### config.mk
export PLATFORM = sky130hd
export DESIGN_NAME = pipe_sequencer
export DESIGN_NICKNAME = d
export VERILOG_FILES = /design/src/rtl/pipe_seq_pkg.sv /design/src/rtl/pipe_seq_evcnt.sv /design/src/rtl/pipe_sequencer.sv
export SDC_FILE = /design/constraint.sdc
export NUM_CORES = 1
export LEC_CHECK = 0
export CORE_UTILIZATION = 40
export CTS_CLUSTER_DIAMETER = 100
export CTS_CLUSTER_SIZE = 20
export DETAILED_ROUTE_END_ITERATION = 8
export GPL_TIMING_DRIVEN = 0
export PLACE_DENSITY = 0.7
export SLEW_MARGIN = 5
export SYNTH_ARGS = -nofsm -noshare
export SYNTH_HDL_FRONTEND = slang
export SYNTH_SLANG_ARGS = --single-unit
### constraint.sdc
create_clock -name clk -period 2.5 [get_ports clk]
set_input_delay 0.5 -clock clk [delete_from_list [all_inputs] [get_ports clk]]
set_output_delay 0.5 -clock clk [all_outputs]
set_load 0.03 [all_outputs]
### src/rtl/pipe_seq_pkg.sv
// Shared types and constants for the pipeline stall/flush/redirect sequencer.
package pipe_seq_pkg;

    localparam int unsigned DRAIN_CNT_W = 4;

    typedef enum logic [1:0] {
        RUN    = 2'd0,
        DRAIN  = 2'd1,
        HALTED = 2'd2,
        STEP   = 2'd3
    } seq_state_t;

    typedef enum logic [1:0] {
        RDR_NONE   = 2'd0,
        RDR_BRANCH = 2'd1,
        RDR_TRAP   = 2'd2
    } redirect_t;

endpackage

### src/rtl/pipe_seq_evcnt.sv
// Enable-gated wrapping event counter, used for the optional performance counters.
module pipe_seq_evcnt #(
    parameter int unsigned W = 32
) (
    input  logic         clk,
    input  logic         rst,
    input  logic         i_en,
    output logic [W-1:0] o_cnt
);

    logic [W-1:0] r_cnt;

    always_ff @(posedge clk or posedge rst) begin
        if (rst) begin
            r_cnt <= '0;
        end else if (i_en) begin
            r_cnt <= r_cnt + W'(1);
        end
    end

    assign o_cnt = r_cnt;

endmodule

### src/rtl/pipe_sequencer.sv
// Stall/flush/redirect scheduler for the five-stage pipeline.
// Define PIPE_SEQ_PERF_EN to add the stall_cnt/flush_cnt performance counters.
module pipe_sequencer
    import pipe_seq_pkg::*;
#(
    parameter int unsigned DRAIN_CYCLES = 2
`ifdef PIPE_SEQ_PERF_EN
    ,
    parameter int unsigned CNT_W = 32
`endif
) (
    input  logic       clk,
    input  logic       Rst,
    input  logic       hz,
    input  logic       mem_hold,
    input  logic       branch_taken,
    input  logic       trap_req,
    input  logic       dbg_halt_req,
    input  logic       dbg_step,
    input  logic       dbg_resume,
    output logic       pc_en,
    output logic       if_id_en,
    output logic       id_ex_en,
    output logic       ex_mem_en,
    output logic       mem_wb_en,
    output logic       if_id_flush,
    output logic       id_ex_flush,
    output logic [1:0] redirect_sel,
    output logic       trap_take,
    output logic       dbg_halted
`ifdef PIPE_SEQ_PERF_EN
    ,
    output logic [CNT_W-1:0] stall_cnt,
    output logic [CNT_W-1:0] flush_cnt
`endif
);

    seq_state_t             r_state, w_next_state;
    logic [DRAIN_CNT_W-1:0] r_cnt, w_next_cnt;
    redirect_t              w_rdr;

    always_ff @(posedge clk or posedge Rst) begin
        if (Rst) begin
            r_state <= RUN;
            r_cnt   <= '0;
        end else begin
            r_state <= w_next_state;
            r_cnt   <= w_next_cnt;
        end
    end

    // Outputs react in the same cycle as the hazard inputs; reset forces them all low.
    always_comb begin
        w_next_state = r_state;
        w_next_cnt   = r_cnt;
        pc_en        = 1'b0;
        if_id_en     = 1'b0;
        id_ex_en     = 1'b0;
        ex_mem_en    = 1'b0;
        mem_wb_en    = 1'b0;
        if_id_flush  = 1'b0;
        id_ex_flush  = 1'b0;
        w_rdr        = RDR_NONE;
        trap_take    = 1'b0;
        dbg_halted   = 1'b0;
        if (!Rst) begin
            unique case (r_state)
                RUN, STEP: begin
                    if (mem_hold) begin
                        // full freeze; STEP also stays put until memory frees up
                    end else if (trap_req) begin
                        w_next_state = DRAIN;
                        w_next_cnt   = DRAIN_CNT_W'(DRAIN_CYCLES);
                        id_ex_en     = 1'b1;
                        id_ex_flush  = 1'b1;
                        ex_mem_en    = 1'b1;
                        mem_wb_en    = 1'b1;
                    end else if (dbg_halt_req && (r_state == RUN)) begin
                        w_next_state = HALTED;
                    end else begin
                        ex_mem_en = 1'b1;
                        mem_wb_en = 1'b1;
                        id_ex_en  = 1'b1;
                        if (hz) begin
                            id_ex_flush = 1'b1;
                        end else begin
                            pc_en    = 1'b1;
                            if_id_en = 1'b1;
                            if (branch_taken) begin
                                if_id_flush = 1'b1;
                                w_rdr       = RDR_BRANCH;
                            end
                        end
                        if (r_state == STEP) begin
                            w_next_state = HALTED;
                        end
                    end
                end
                DRAIN: begin
                    if_id_flush = 1'b1;
                    id_ex_flush = 1'b1;
                    id_ex_en    = !mem_hold;
                    ex_mem_en   = !mem_hold;
                    mem_wb_en   = !mem_hold;
                    if (!mem_hold) begin
                        w_next_cnt = r_cnt - DRAIN_CNT_W'(1);
                        if (r_cnt == DRAIN_CNT_W'(1)) begin
                            trap_take    = 1'b1;
                            w_rdr        = RDR_TRAP;
                            pc_en        = 1'b1;
                            w_next_state = RUN;
                        end
                    end
                end
                HALTED: begin
                    dbg_halted = 1'b1;
                    if (dbg_resume) begin
                        w_next_state = RUN;
                    end else if (dbg_step) begin
                        w_next_state = STEP;
                    end
                end
                default: begin
                    w_next_state = RUN;
                end
            endcase
        end
    end

    assign redirect_sel = w_rdr;

`ifdef PIPE_SEQ_PERF_EN
    logic w_stall_inc, w_flush_inc;

    assign w_stall_inc = !Rst && ((r_state == RUN) || (r_state == STEP)) && !pc_en;
    assign w_flush_inc = (w_rdr != RDR_NONE);

    pipe_seq_evcnt #(.W(CNT_W)) u_stall_cnt (
        .clk   (clk),
        .rst   (Rst),
        .i_en  (w_stall_inc),
        .o_cnt (stall_cnt)
    );

    pipe_seq_evcnt #(.W(CNT_W)) u_flush_cnt (
        .clk   (clk),
        .rst   (Rst),
        .i_en  (w_flush_inc),
        .o_cnt (flush_cnt)
    );
`endif

endmodule

==> impl_metrics.json <==
{
  "crit_fanout": 9,
  "cts_inserted_buffers": 3,
  "post-place-cells": 105,
  "synthSimpleGateAreaFrac": 0.266,
  "critical-path-top-delay-family": "buffers and inverters",
  "p_leak_nw": 0.411,
  "clk_latency_ns": 0.24,
  "crit_path_cell_trace": "inv_2, ha_1, buf_2, nor2b_1, clkdlybuf4s50_1",
  "ff2ff_setup_slack_ns": 0.73,
  "path_class": "reg2out",
  "dr.pass1.iters": 4,
  "antenna_found_initial": 0,
  "place_congestion": 0.753,
  "dr_total_vias": 576,
  "routedWlPerCell_um": 11.2,
  "startpoint": "r_state[0]",
  "fp.dieH_um": 39.7,
  "yosys_warnings": 0,
  "drt-initial-drc-count": 12,
  "finalSetupTns_ns": 0,
  "worstPathArrival_ns": 1.87,
  "synth_top_family_by_area": "simple AND/OR/NAND/NOR gates",
  "min_period_ns": 2.37,
  "worstMarginPinSlew_ns": 0.343,
  "synth_cell_type_count": 29,
  "crit_buf_inv": 3,
  "cts_htree_levels": 1,
  "port-buffer-count": 19,
  "fp.dieW_um": 39.7,
  "finClkSkew_ns": 0.00351,
  "final_net_count": 111,
  "setup-violations-final": 0,
  "maxCapViolations": 0,
  "ios": 20,
  "core_um2": 1320,
  "yosysSeqAreaShare": 0.264,
  "drt_wl_total_mm": 1.23,
  "ctsHoldBuffers": 0,
  "grt_pass1_wl_mm": 2.06,
  "syn_area_per_cell_um2": 8.02,
  "clk_path_buf_depth": 2,
  "synth_fp_nets": 85,
  "syn-cell-area_um2": 569,
  "rows": 13,
  "crit_path_end_kind": "output port",
  "die_area_um2": 1580,
  "rsz0062_at_grt": "false",
  "syn2layout_area_growth_pct": 42.2,
  "finalHoldViolCount": 0,
  "hpwl_um": 950,
  "grt_usage": 0.194,
  "tritoncts": "yes",
  "status": "finished clean",
  "final_cells": 110,
  "n_fill_cell": 126,
  "overflow": 0,
  "finalCritPeriodShare": 0.947,
  "start_util": 0.432,
  "hold_class": "in2async",
  "maxSlewViolCount": 0,
  "cts.clk_slew.worst_paths_ns": 0.04,
  "antenna_cells": 0,
  "fmax_ghz": 0.422,
  "grt_max_degree": 11,
  "cp.required_ns": 2.00,
  "clockRootBuffer": "clkbuf_4",
  "rr_startpoint": "r_state[0]",
  "drive_gt1_frac": 0.263,
  "synthXorXnorAreaFrac": 0,
  "synth_compound_area_frac": 0.200,
  "ys_ff_latch": 6,
  "syn_inst": 71,
  "muxShareOfSynthArea": 0.0396,
  "cpPeakStageDelay_ns": 0.67,
  "cpMaxStageDelayCell": "clkdlybuf4s50_1",
  "drc": 0,
  "grt_pass1_vias": 480,
  "cts_sinks": 6,
  "drt-vias-per-instance": 5.24,
  "yosys.area_share.adder": 0.110,
  "postRouteAntennaNets": 0,
  "p_per_area_nw_per_um2": 991,
  "ir_worst_vdd_mv": 0.753,
  "setup.worst_path.start_class": "register",
  "slew_headroom": 0.771
}
## kinds of logic after synthesis
| family | after synthesis |
|---|---|
| muxes | 2 |
| DFF | 6 |
| AOI/OAI and AO/OA | 17 |
| buffers and inverters | 14 |
| adders and majority gates | 5 |
| and+or+nand+nor | 27 |
## sequential cells by signal, indices dropped and copies added (netlist names)
| signal | flops |
|---|---|
| r_cnt | 4 |
| r_state | 2 |
## power by group
group | total (mW) | internal, mW | leakage, nW | switching, mW
Combinational | 0.541 | 0.250 | 0.321 | 0.292
Clock | 0.0846 | 0.0540 | 0.0138 | 0.0306
Sequential | 0.176 | 0.135 | 0.0758 | 0.0405
## area by class of cell
cell class / count / area [µm²] / area share
multi-input combinational: 51 / 374 / 0.462
timing repair buffer: 21 / 175 / 0.216
sequential: 6 / 150 / 0.185
inverter: 10 / 37.5 / 0.0464
buffer: 4 / 31.3 / 0.0386
clock buffer: 3 / 22.5 / 0.0278
tap: 15 / 18.8 / 0.0232
## placed cells by master (no fill, tap or decap), drive strengths merged
cell type,count
buf,11
inv,10
nand2,6
nor2,6
dfrtp,6
o21ai,6
clkdlybuf4s50,5
a21oi,5
ha,5
clkbuf,5
dlygate4sd2,4
nor3,4
nand3,2
a211o,2
nor3b,2
mux2,2
dlymetal6s2s,2
nand2b,2
a21boi,1
nand3b,1
or3b,1
o2111ai,1
or2,1
nor2b,1
a311oi,1
or4,1
a31oi,1
clkdlybuf4s15,1
## per-layer routing
metal	track usage	part of all wire	wire length, µm	up-vias
li1	-	-	-	291
met1	0.260	0.48	588	260
met2	0.316	0.45	558	23
met3	0.0511	0.065	80	2
met4	0.0259	0.0024	3	0
met5	0	0	0	-
## through the flow
| stage | hold WS, ns | utilization | setup slack [ns] | area (µm²) | power (mW) |
|---|---|---|---|---|---|
| 3_3_place_gp | 0.520 | 0.594 | -0.441 | 783 | 0.667 |
| 4_1_cts | 0.449 | 0.604 | 0.00795 | 796 | 0.760 |
| 2_1_floorplan | 0.314 | - | 0.0259 | 574 | 0.539 |
| 3_5_place_dp | 0.515 | 0.594 | -0.433 | 783 | 0.675 |
| 5_1_grt | 0.472 | 0.614 | 0.00558 | 810 | 0.883 |
| 6_report | 0.455 | 0.614 | 0.131 | 810 | 0.802 |
## path summary, 6_finish.rpt
path / endpoint / cells past startpoint
setup / recovery: dbg_halted / 5
hold / removal: r_cnt[2] / 2
setup reg to reg: r_state[1] / 6
hold reg to reg: r_cnt[2] / 1
max in group asynchronous: r_cnt[1] / 2
min in group clk: r_cnt[2] / 1
## synth_stat cells
cell type	instances	area [µm²]
nor3_1	3	15.0
or4_1	1	7.51
o21ai_1	5	25.0
or2_1	1	6.26
a21oi_2	1	8.76
mux2_1	2	22.5
nand3b_1	1	7.51
or3b_1	1	8.76
nor2b_1	1	6.26
a31oi_1	1	6.26
ha_1	5	62.6
nand2b_1	1	6.26
buf_2	1	5.00
o21ai_0	1	5.00
a211o_1	2	17.5
nor2_1	6	22.5
dfrtp_1	6	150
nand2_1	6	22.5
nor3_2	1	10.0
o2111ai_2	1	15.0
nand2b_4	1	13.8
buf_4	2	15.0
a21oi_1	4	20.0
a311oi_1	1	8.76
buf_6	1	11.3
a21boi_1	1	7.51
inv_1	10	37.5
nand3_1	2	10.0
nor3b_1	2	15.0
## what timing repair did
item | CTS | global route
setup endpoints to repair | 10 | 10
resized for setup | 29 | 15
buffers inserted | 0 | 2
pin swaps | 0 | 3
Power figures use the tool's default switching activity.
